## src/rtl/shift_sin_pout_sync_bit.sv

```systemverilog
// Multi-flop synchronizer for one asynchronous input bit.
// The output is the last flop of a DEPTH-long chain that clears on reset.
module sync_bit #(
  parameter int DEPTH = 2
) (
  input  logic clk,
  input  logic rst,
  input  logic d_i,
  output logic q_o
);

  logic [DEPTH-1:0] sync_q;

  always_ff @(posedge clk) begin
    if (rst) begin
      sync_q <= '0;
    end else begin
      sync_q <= {sync_q[DEPTH-2:0], d_i};
    end
  end

  assign q_o = sync_q[DEPTH-1];

endmodule

```

## src/rtl/shift_sin_pout.sv

```systemverilog
// Serial-in / parallel-out receiver for an externally clocked MSB-first link,
// with a single holding register, full/overrun flags and host acknowledge.
module shift_sin_pout #(
  parameter int WIDTH       = 8,
  parameter int SYNC_STAGES = 2
) (
  input  logic             clk,
  input  logic             rst,
  input  logic             cs,
  input  logic             sclk,
  input  logic             sin,
  input  logic             data_ack,
  output logic [WIDTH-1:0] data,
  output logic             data_valid,
  output logic             full,
  output logic             overrun,
  output logic             busy
);

  localparam int                CNT_W    = $clog2(WIDTH);
  localparam logic [CNT_W-1:0]  CNT_LAST = CNT_W'(WIDTH - 1);

  logic             cs_sync, sclk_sync, sin_sync;
  logic             sclk_prev_q;
  logic             shift_evt_q, sin_evt_q;
  logic [WIDTH-1:0] shift_q, shift_d;
  logic [CNT_W-1:0] cnt_q, cnt_d;
  logic [WIDTH-1:0] data_q, data_d;
  logic             dv_q, dv_d;
  logic             full_q, full_d;
  logic             ovr_q, ovr_d;
  logic             busy_q;
  logic             word_done;

  // Synchronizers: sin uses the same depth as sclk so the sampled bit stays aligned
  sync_bit #(.DEPTH(SYNC_STAGES)) u_sync_cs   (.clk(clk), .rst(rst), .d_i(cs),   .q_o(cs_sync));
  sync_bit #(.DEPTH(SYNC_STAGES)) u_sync_sclk (.clk(clk), .rst(rst), .d_i(sclk), .q_o(sclk_sync));
  sync_bit #(.DEPTH(SYNC_STAGES)) u_sync_sin  (.clk(clk), .rst(rst), .d_i(sin),  .q_o(sin_sync));

  // Edge detect: rising sclk inside a frame is registered together with its data bit
  always_ff @(posedge clk) begin
    if (rst) begin
      sclk_prev_q <= 1'b0;
      shift_evt_q <= 1'b0;
      sin_evt_q   <= 1'b0;
    end else begin
      sclk_prev_q <= sclk_sync;
      shift_evt_q <= sclk_sync & ~sclk_prev_q & cs_sync;
      sin_evt_q   <= sin_sync;
    end
  end

  // Assembly and holding-register update
  always_comb begin
    shift_d   = shift_q;
    cnt_d     = cnt_q;
    data_d    = data_q;
    dv_d      = 1'b0;
    full_d    = full_q;
    ovr_d     = ovr_q;
    word_done = 1'b0;

    if (!cs_sync) begin
      shift_d = '0;
      cnt_d   = '0;
    end else if (shift_evt_q) begin
      shift_d = {shift_q[WIDTH-2:0], sin_evt_q};
      if (cnt_q == CNT_LAST) begin
        cnt_d     = '0;
        word_done = 1'b1;
      end else begin
        cnt_d = cnt_q + 1'b1;
      end
    end

    // A same-cycle ack retires the old word, so it cancels the overrun instead of raising it
    if (word_done) begin
      data_d = shift_d;
      dv_d   = 1'b1;
      full_d = 1'b1;
      if (full_q) begin
        ovr_d = ~data_ack;
      end
    end else if (data_ack && full_q) begin
      full_d = 1'b0;
      ovr_d  = 1'b0;
    end
  end

  always_ff @(posedge clk) begin
    if (rst) begin
      shift_q <= '0;
      cnt_q   <= '0;
      data_q  <= '0;
      dv_q    <= 1'b0;
      full_q  <= 1'b0;
      ovr_q   <= 1'b0;
      busy_q  <= 1'b0;
    end else begin
      shift_q <= shift_d;
      cnt_q   <= cnt_d;
      data_q  <= data_d;
      dv_q    <= dv_d;
      full_q  <= full_d;
      ovr_q   <= ovr_d;
      busy_q  <= (cnt_d != '0);
    end
  end

  assign data       = data_q;
  assign data_valid = dv_q;
  assign full       = full_q;
  assign overrun    = ovr_q;
  assign busy       = busy_q;

endmodule

```

## config.mk

```make
export PLATFORM = sky130hd
export DESIGN_NAME = shift_sin_pout
export DESIGN_NICKNAME = d
export VERILOG_FILES = /design/src/rtl/shift_sin_pout_sync_bit.sv /design/src/rtl/shift_sin_pout.sv
export SDC_FILE = /design/constraint.sdc
export NUM_CORES = 1
export LEC_CHECK = 0
export CAP_MARGIN = 25
export CELL_PAD_IN_SITES_DETAIL_PLACEMENT = 0
export CELL_PAD_IN_SITES_GLOBAL_PLACEMENT = 1
export CORE_UTILIZATION = 35
export DETAILED_ROUTE_END_ITERATION = 7
export PLACE_DENSITY = 0.74
export SLEW_MARGIN = 40
export SYNTH_ARGS = -nofsm -noshare
export SYNTH_HDL_FRONTEND = slang
export SYNTH_SLANG_ARGS = --single-unit
export TNS_END_PERCENT = 1
```

## constraint.sdc

```tcl
create_clock -name clk -period 1.4 [get_ports clk]
set_clock_uncertainty 0.1 [all_clocks]
set_input_delay 0.14 -clock clk [delete_from_list [all_inputs] [get_ports clk]]
set_output_delay 0.14 -clock clk [all_outputs]
set_load 0.005 [all_outputs]
```

==> key figures, run 1 <==
Clock tree
  – CTS tree: done
  – CTS clk-pin slew, worst paths: 0.09 ns
  – CTS Buf Count: 5
  – TritonCTS Sinks: 31
  – CTS H-tree depth: 2
  – Clock insertion delay at the later pin of the skew report: 0.33 ns
  – CTS max path bufs: 2
  – Root buffer selected by CTS: clkbuf_4

Worst setup path
  – Crit path required time: 1.57 ns
  – Nature of the critical path endpoint: register
  – Type of origin of the critical path: register
  – R2r startpoint: cnt_q[1]
  – Critical path destination: busy
  – Critical path type: register to register
  – Slowest stage cell on the critical path: or3b_4
  – Crit-path max FO: 4
  – Worst path depth: 5
  – WP buf/inv: 0
  – R2R depth: 5
  – Max stage delay on crit path: roughly 0.38 ns
  – Crit-path cells: ha_4 -> ha_4 -> or3b_4 -> a21oi_4 -> or3_1
  – Kind of cell adding the most delay to the critical path: simple AND/OR/NAND/NOR gates
  – R2R Path End: busy
  – CP arrival: 1.59 ns
  – R2R Setup Slk: -0.02 ns
  – CP Launch Point: cnt_q[1]
  – CP dominant cell by count: ha_4

Global routing
  – Met3 Track Usage GR: 8.29%
  – Tot GR Track Use: between 10% and 20%
  – Initial antenna violation count: 0
  – Vias in the first global route: 730
  – Met1 usage: between 10% and 20%
  – Largest net degree at the start of global routing: 19
  – M2 GR Usage: 20.4%
  – Total gr overflow: 0
  – First-pass GRT wire length: 3.03 mm
  – Grt peak-use layer: met2

Timing
  – Final setup margin: -0.0198 ns
  – Final Hold Viols: 0
  – Relative slew margins: 84.0%
  – # setup viols final: 1
  – RSZ-0062 raised after global routing: yes
  – Final Max Slew Viols: 0
  – Peak Freq: about 700 MHz
  – Final period util: 101%
  – Worst-Margin Slew: 0.239 ns
  – Min Tclk post-route: roughly 1.4 ns

Placed design
  – I/O Buffers: 17
  – Dpl ws: -0.0216 ns
  – Placed Area: 0.00131 mm^2
  – Placed cell count: approximately 150
  – HPWL after detailed placement: 1.22 mm
  – GPL Wtd Cong: 0.659

Floorplanning
  – Chip width: 56.8 um
  – DIE AREA: 0.00323 mm^2
  – Area of the core: 0.00281 mm^2
  – IO Pins: 18
  – Initial Utilization: 37.5%
  – Die Y: 56.8 um
  – Std cell rows: 19

Final layout
  – Final #Nets: 137
  – # diodes: 0
  – Non-Filler Instances: 161
  – Share of layout cells above drive strength 1: 26.9%
  – Fillcell total: 276
  – Finished Cell Area: roughly 0.0014 mm^2
  – Area growth syn-to-layout: 35.4%

Synthesis
  – Fraction of the yosys area taken by sequential cells: 59.0%
  – Post-synth EDFFs: 0
  – Synth Register Bits: 31
  – Main combinational cell family by area after synthesis: simple AND/OR/NAND/NOR gates
  – Multiplexer share of the synthesized area: between 8 and 9%
  – Post-synthesis compound-gate area fraction: 6.30%
  – Area share of the largest cell type after synthesis: 59.0%
  – Predominant post-synthesis flop cell: dfxtp_1
  – Post-synthesis cell area: 0.00105 mm^2
  – Synth cell count leaders: 31 x dfxtp_1, 17 x nand2_1, 10 x a21oi_1, 10 x nor2_1, 9 x mux2i_1
  – Ys async rst share: 0%
  – Unique cell type count in the Yosys netlist: 19
  – Syn nets: 111
  – Post-Synth XOR/XNOR Area: 0%
  – Synth Instances: 103
  – Simple-Gate Fraction of Synth Area: 20.6%
  – Yosys top cell by area: dfxtp_1
  – Mean post-synth cell area: 10.2 um^2
  – Top-count cell post-synth: dfxtp_1
  – Synth warn: 0
  – Top cells by area, synth: dfxtp_1 59%, mux2i_1 8.6%, nand2_1 6.1%
  – Adder-Cell Fraction of Synth Area: about 2.4%

Hold path
  – Hold Path Origin: sclk
  – Worst Hold Class: input pin to register

Pwr
  – PwrDens: 1160 mW/mm^2
  – Worst ir drop on vdd: approximately 0.0009 V
  – Leak pwr: 0.583 nW
  – Tot Pwr: between 1.5 and 2 mW

Route
  – Wire per inst: 10.5 um
  – Via count: between 700 and 800
  – DRT Wirelength: about 1.7 mm
  – DR vias/cell: 4.62
  – Antenna Nets Post-Route: 0
  – DRC: 4
  – Drt first pass iters: 6
  – 1st-iter DRT viols: 11

Job
  – Max-Cap Viols: 0

Outcome
  – Violated checks: DRC, setup timing
  – Outcome: finished with violations
registers in the layout, summed over array words and instances, names as in the netlist:
name,flops
u_sync_cs.sync_q,2
shift_evt_q,1
full,1
u_sync_sin.sync_q,2
data_valid,1
busy,1
u_sync_sclk.sync_q,2
sclk_prev_q,1
overrun,1
sin_evt_q,1
data,8
cnt_q,3
shift_q,7
cell families (layout without fill, tap and decap cells):
kind of cell,after synthesis,count (layout)
AOI/OAI and AO/OA,12,12
and+or+nand+nor,43,43
buffers and inverters,6,33
muxes,9,9
adders and majority gates,2,2
DFF,31,31
cell usage in the layout, fill, tap and decap left out, drive strengths merged:
| cell | count |
|---|---|
| a211oi | 1 |
| a21oi | 11 |
| and3 | 1 |
| buf | 8 |
| bufinv | 1 |
| clkbuf | 6 |
| clkdlybuf4s50 | 5 |
| clkinv | 1 |
| dfxtp | 31 |
| dlygate4sd2 | 10 |
| dlymetal6s2s | 2 |
| ha | 2 |
| mux2i | 9 |
| nand2 | 17 |
| nand2b | 3 |
| nand3 | 1 |
| nor2 | 10 |
| nor2b | 8 |
| nor3b | 1 |
| or3 | 1 |
| or3b | 1 |
power by group:
part	switching [mW]	total, mW	internal (mW)
combinational	0.0149	0.0386	0.0237
sequential	0.00423	0.895	0.890
clock	0.295	0.717	0.422
total	0.315	1.65	1.34
metal layers:
layer  up-vias  part of all wire (%)
li1        387                     -
met1       338                    46
met2        17                    47
met3         2                   5.7
met4         0                   1.0
met5         -                     0
worst reg2reg max path, delay by kind of cell (launching register included):
kind | cells | cell delay, ns
AOI/OAI and AO/OA | 1 | 0.13
adders and majority gates | 2 | 0.32
DFF | 1 | 0.34
and+or+nand+nor | 2 | 0.49
repair_timing:
item	4_1_cts	5_1_grt
resized for setup	21	5
buffers inserted	1	0
hold buffers	0	0
setup endpoints to repair	11	12
pin swaps	4	1
layout make-up:
cell class	count	area [um^2]	area share, %
timing repair buffer	25	223	15.6
sequential	31	636	44.6
tap	31	38.8	2.72
multi-input combinational	66	442	31.0
clock buffer	6	51.3	3.60
clock inverter	2	35.0	2.46
worst min-delay path by stage:
stage	to	cells after the start
after global placement	shift_evt_q	1
after global routing	u_sync_sclk.sync_q[0]	2
final	u_sync_sclk.sync_q[0]	2
after detailed placement	shift_evt_q	1
after floorplan	overrun	1
after CTS	u_sync_sclk.sync_q[0]	2
metrics by stage:
step                setup TNS (ns)  util (%)  hold slack (ns)
floorplan                        0         -            0.140
CTS                        -0.0472      50.0            0.243
detailed placement         -0.0216      46.6            0.285
global route                -0.116      50.8            0.238
finish                     -0.0198      50.8            0.260
global placement           -0.0167      46.6            0.276
(Power assumes the default switching activity.)
==> run 2: changes to the inputs <==
--- a/config.mk
+++ b/config.mk
@@ -10,7 +10,7 @@
 export CELL_PAD_IN_SITES_GLOBAL_PLACEMENT = 1
 export CORE_UTILIZATION = 35
 export DETAILED_ROUTE_END_ITERATION = 7
-export PLACE_DENSITY = 0.74
+export PLACE_DENSITY_LB_ADDON = 0.1
 export SLEW_MARGIN = 40
 export SYNTH_ARGS = -nofsm -noshare
 export SYNTH_HDL_FRONTEND = slang
==> key figures, run 2 (synthesis results as in run 1) <==
Floorplanning
  – Die Y: 56.8 um (unchanged)
  – Initial Utilization: 37.5% (unchanged)
  – Std cell rows: 19 (unchanged)
  – Chip width: 56.8 um (unchanged)
  – IO Pins: 18 (unchanged)
  – Area of the core: 0.00281 mm^2 (unchanged)
  – DIE AREA: 0.00323 mm^2 (unchanged)

Global routing
  – Initial antenna violation count: 0 (unchanged)
  – Vias in the first global route: 710 (-2.7%)
  – Grt peak-use layer: met2
  – Met1 usage: 17.4% (+3.8 points)
  – Met3 Track Usage GR: 6.22% (-2.1 points)
  – M2 GR Usage: 19.4% (-1.0 points)
  – Total gr overflow: 0 (unchanged)
  – Tot GR Track Use: 13.7% (+0.70 points)
  – Largest net degree at the start of global routing: 19 (unchanged)
  – First-pass GRT wire length: 3.16 mm (+4.3%)

Pwr
  – Worst ir drop on vdd: 0.000740 V (-20%)
  – Tot Pwr: 1.42 mW (-14%)
  – PwrDens: 1010 mW/mm^2 (-13%)
  – Leak pwr: 0.612 nW (+5.1%)

Clock tree
  – Root buffer selected by CTS: clkbuf_4
  – CTS clk-pin slew, worst paths: 0.10 ns (about the same)
  – CTS tree: done
  – CTS max path bufs: 2 (unchanged)
  – TritonCTS Sinks: 31 (unchanged)
  – CTS H-tree depth: 2 (unchanged)
  – CTS Buf Count: 5 (unchanged)
  – Clock insertion delay at the later pin of the skew report: 0.32 ns (about the same)
  – Cts hold-fix bufs: 0 (unchanged)

Final layout
  – Share of layout cells above drive strength 1: 27.5% (+0.56 points)
  – # diodes: 0 (unchanged)
  – Commonest non-fill, non-tap cell in the layout: dfxtp_1
  – Final #Nets: 138 (+0.73%)
  – Most frequent cells in the layout: 19 x dfxtp_1, 17 x nand2_1, 12 x dfxtp_2
  – Max FFs per register: 8 (unchanged)
  – Area growth syn-to-layout: 33.7%

Worst setup path
  – WP buf/inv: 0 (unchanged)
  – Type of origin of the critical path: register
  – Crit path required time: 1.58 ns (about the same)
  – CP dominant cell by count: ha_4
  – Max stage delay on crit path: 0.36 ns (-0.02 ns)
  – CP Launch Point: cnt_q[1]
  – R2r startpoint: cnt_q[1]
  – Crit-path max FO: 3 (-1)
  – Crit-path cells: ha_4 -> ha_4 -> or3b_1 -> a21oi_2 -> or3_1
  – Kind of cell adding the most delay to the critical path: simple AND/OR/NAND/NOR gates
  – Nature of the critical path endpoint: register
  – CP arrival: 1.62 ns (+0.03 ns)
  – R2R depth: 5 (unchanged)
  – Slowest stage cell on the critical path: or3b_1
  – R2R Setup Slk: -0.04 ns (-0.02 ns)
  – R2R Path End: busy
  – Critical path type: register to register

Route
  – Via count: 732 (-1.6%)
  – Antenna Nets Post-Route: 0 (unchanged)
  – 1st-iter DRT viols: 17 (+6)
  – Drt first pass iters: 5 (-1)
  – Wire per inst: 11.2 um (+6.9%)
  – DR vias/cell: 4.52 (-2.2%)
  – DRT Wirelength: 1.82 mm (+7.6%)
  – DRC: 4 (unchanged)

Timing
  – # setup viols final: 1 (unchanged)
  – Post-route setup TNS: -0.0430 ns (-0.0232 ns)
  – Worst-Margin Slew: 0.242 ns (+0.00332 ns)
  – Hold_ws: 0.256 ns (-0.00320 ns)
  – Final period util: 103% (+1.7 points)
  – Final setup margin: -0.0430 ns (-0.0232 ns)
  – Min Tclk post-route: 1.44 ns (+0.0232 ns)
  – Final Max Slew Viols: 0 (unchanged)
  – Relative slew margins: 83.8% (-0.22 points)
  – Peak Freq: 693 MHz (-1.6%)
  – RSZ-0062 raised after global routing: yes
  – Final Hold Viols: 0 (unchanged)

Hold path
  – Worst Hold Depth: 2 (unchanged)
  – Hold Path Sink: u_sync_sclk.sync_q[0]
  – Worst Hold Class: input pin to register
  – Hold Path Origin: sclk

Placed design
  – GPL Wtd Cong: 0.672 (+2.0%)
  – HPWL after detailed placement: 1.23 mm (+1.1%)
  – I/O Buffers: 17 (unchanged)

Outcome
  – Outcome: finished with violations
  – Violated checks: DRC, setup timing

Job
  – Max-Cap Viols: 0 (unchanged)
-- run 2: changes by cell type in the layout (fill, tap and decap cells not counted), sizes merged --
| cell | delta |
|---|---|
| dlymetal6s2s | +3 |
| buf | +1 |
| clkinv | +2 |
| bufinv | -1 |
| dlygate4sd2 | -3 |
| clkbuf | -1 |
-- run 2: power breakdown --
group          total, mW  internal, mW  switching, mW
Sequential         0.894         0.890        0.00408
Combinational     0.0401        0.0242         0.0159
Clock              0.483         0.186          0.297
-- run 2: per-layer routing --
metal	wire length, um	vias up	share of wire, %
li1	-	392	-
met1	902	316	50
met2	752	19	41
met3	120	5	6.6
met4	41	0	2.3
met5	0	-	0
-- run 2: per-stage QoR --
stage | instances | util, % | setup slack, ns | instance area (um^2)
after detailed placement | 153 | 46.9 | -0.0592 | 1320
after global routing | 162 | 50.1 | -0.0906 | 1410
after global placement | 153 | 46.9 | -0.0141 | 1320
final | 162 | 50.1 | -0.0430 | 1410
after floorplan | 103 | - | 0.0132 | 1080
after CTS | 162 | 49.1 | -0.0514 | 1380
-- run 2: area by class of cell --
cell class                      instances  area (um^2)
Timing Repair Buffer                   26          241
Tap cell                               31         38.8
Clock inverter                          3         15.0
Multi-Input combinational cell         66          438
Sequential cell                        31          636
Fill cell                             284         1400
Clock buffer                            5         37.5
-- run 2: worst max-delay path by stage --
stage            to  slack, ns  cells after the start
3_5_place_dp   busy      -0.06                      5
6_report       busy      -0.04                      5
3_3_place_gp   busy      -0.01                      4
4_1_cts        busy      -0.05                      5
2_1_floorplan  busy       0.01                      5
5_1_grt        busy      -0.09                      5
-- run 2: what timing repair did --
action,4_1_cts,5_1_grt
buffers inserted,1,0
hold endpoints to repair,0,0
gates resized for setup,16,9
gates cloned,0,0
pin swaps,4,0
endpoints found under the setup margin,11,15
==> run 3: changes to the inputs <==
--- a/config.mk
+++ b/config.mk
@@ -10,7 +10,7 @@
 export CELL_PAD_IN_SITES_GLOBAL_PLACEMENT = 1
 export CORE_UTILIZATION = 35
 export DETAILED_ROUTE_END_ITERATION = 7
-export PLACE_DENSITY_LB_ADDON = 0.1
+export PLACE_DENSITY = 0.77
 export SLEW_MARGIN = 40
 export SYNTH_ARGS = -nofsm -noshare
 export SYNTH_HDL_FRONTEND = slang
==> key figures, run 3 (synthesis results as in run 1) <==
Route
  – Drt first pass iters: 6 (+1)
  – DR vias/cell: 4.66 (+3.0%)
  – Via count: 745 (+1.8%)
  – Wire per inst: 10.3 um (-8.5%)
  – DRC: 2 (-2)
  – Antenna Nets Post-Route: 0 (unchanged)
  – 1st-iter DRT viols: 4 (-13)
  – DRT Wirelength: 1.64 mm (-9.6%)

Clock tree
  – CTS H-tree depth: 2 (unchanged)
  – Cts hold-fix bufs: 0 (unchanged)
  – Clock insertion delay at the later pin of the skew report: 0.34 ns (+0.02 ns)
  – TritonCTS Sinks: 31 (unchanged)
  – CTS tree: done
  – Root buffer selected by CTS: clkbuf_4
  – CTS clk-pin slew, worst paths: 0.10 ns (about the same)
  – CTS Buf Count: 5 (unchanged)
  – CTS max path bufs: 2 (unchanged)

Timing
  – RSZ-0062 raised after global routing: yes
  – Final Hold Viols: 0 (unchanged)
  – # setup viols final: 1 (unchanged)
  – Min Tclk post-route: 1.43 ns (-0.00830 ns)
  – Final Max Slew Viols: 0 (unchanged)
  – Final period util: 102% (-0.59 points)
  – Worst-Margin Slew: 0.222 ns (-0.0200 ns)
  – Relative slew margins: 85.2% (+1.3 points)
  – Final setup margin: -0.0347 ns (+0.00830 ns)
  – Peak Freq: 697 MHz (+0.58%)

Final layout
  – Commonest non-fill, non-tap cell in the layout: dfxtp_1
  – Non-Filler Instances: 160 (-1.2%)
  – Area growth syn-to-layout: 33.7% (unchanged)
  – Max FFs per register: 8 (unchanged)
  – Share of layout cells above drive strength 1: 26.4% (-1.1 points)
  – Most frequent cells in the layout: 19 x dfxtp_1, 17 x nand2_1, 12 x dfxtp_2
  – Final #Nets: 136 (-1.4%)
  – # diodes: 0 (unchanged)

Pwr
  – Worst ir drop on vdd: 0.000577 V (-22%)
  – Leak pwr: 0.563 nW (-8.0%)
  – PwrDens: 1180 mW/mm^2 (+17%)
  – Tot Pwr: 1.66 mW (+17%)

Job
  – Max-Cap Viols: 0 (unchanged)

Worst setup path
  – Critical path type: register to register
  – Type of origin of the critical path: register
  – Nature of the critical path endpoint: register
  – R2r startpoint: cnt_q[0]
  – R2R Setup Slk: -0.03 ns (about the same)
  – Crit path required time: 1.58 ns (about the same)
  – Crit-path max FO: 3 (unchanged)
  – CP Launch Point: cnt_q[0]
  – R2R depth: 5 (unchanged)
  – R2R Path End: busy
  – CP arrival: 1.61 ns (about the same)

Floorplanning
  – Area of the core: 0.00281 mm^2 (unchanged)
  – Std cell rows: 19 (unchanged)
  – IO Pins: 18 (unchanged)
  – Die Y: 56.8 um (unchanged)
  – Initial Utilization: 37.5% (unchanged)
  – DIE AREA: 0.00323 mm^2 (unchanged)
  – Chip width: 56.8 um (unchanged)

Hold path
  – Hold Path Origin: sin
  – Hold Path Sink: u_sync_sin.sync_q[0]
  – Worst Hold Depth: 2 (unchanged)
  – Worst Hold Class: input pin to register

Global routing
  – Vias in the first global route: 753 (+6.1%)
  – Initial antenna violation count: 0 (unchanged)
  – Largest net degree at the start of global routing: 19 (unchanged)
  – Tot GR Track Use: 13.2% (-0.56 points)
  – Total gr overflow: 0 (unchanged)
  – First-pass GRT wire length: 3.04 mm (-3.9%)

Placed design
  – GPL Wtd Cong: 0.665 (-1.0%)
  – Placed cell count: 151 (-1.3%)
  – I/O Buffers: 17 (unchanged)
  – Dpl ws: -0.0477 ns (+0.0114 ns)
  – HPWL after detailed placement: 1.17 mm (-5.0%)

Outcome
  – Outcome: finished with violations
  – Violated checks: DRC, setup timing
==> run 3: cell types whose count changed in the layout (fill, tap and decap cells not counted), sizes merged <==
cell,change
dlygate4sd2,+4
dlymetal6s2s,-4
buf,-2
clkinv,-2
bufinv,+1
clkbuf,+1
==> run 3: routing by layer <==
layer	routed length [um]	track usage [%]
met5	0	0
met4	72	12.5
met3	80	4.84
met2	779	21.3
met1	708	12.9
==> run 3: final cells by class <==
cell class / count / area, um^2
Tap cell: 31 / 38.8
Multi-Input combinational cell: 66 / 434
Clock buffer: 6 / 51.3
Clock inverter: 2 / 35.0
Timing Repair Buffer: 24 / 211
Fill cell: 284 / 1400
Sequential cell: 31 / 636
==> run 3: how the worst max path moves through the flow <==
stage	cells past startpoint	end
floorplan	5	busy
detailed placement	5	busy
CTS	5	busy
global route	5	busy
global placement	4	busy
finish	5	busy
==> run 3: what timing repair did <==
| item | CTS | global route |
|---|---|---|
| hold endpoints to repair | 0 | 0 |
| resized for setup | 22 | 3 |
| pin swaps | 3 | 1 |
| setup buffers | 1 | 0 |
| endpoints found under the setup margin | 14 | 6 |
==> run 3: power breakdown <==
group / leakage [nW] / internal, mW / switching, mW / total (mW)
sequential: 0.257 / 0.890 / 0.00403 / 0.894
clock: 0.0482 / 0.422 / 0.303 / 0.724
combinational: 0.258 / 0.0237 / 0.0147 / 0.0384
total: 0.563 / 1.34 / 0.321 / 1.66
==> run 3: stage by stage <==
step / TNS (ns) / hold WS (ns) / util, % / cell area, um^2
4_1_cts: -0.0628 / 0.238 / 49.7 / 1390
2_1_floorplan: 0 / 0.140 / - / 1080
5_1_grt: -0.0689 / 0.245 / 50.1 / 1410
6_report: -0.0347 / 0.256 / 50.1 / 1410
3_3_place_gp: -0.0392 / 0.277 / 46.3 / 1300
3_5_place_dp: -0.0837 / 0.280 / 46.3 / 1300
==> run 3: worst max-delay path, stage by stage (launching register included) <==
cell	delay (ns)
dfxtp_2	0.35
ha_4	0.16
ha_4	0.15
or3b_4	0.37
a21oi_2	0.15
or3_1	0.11
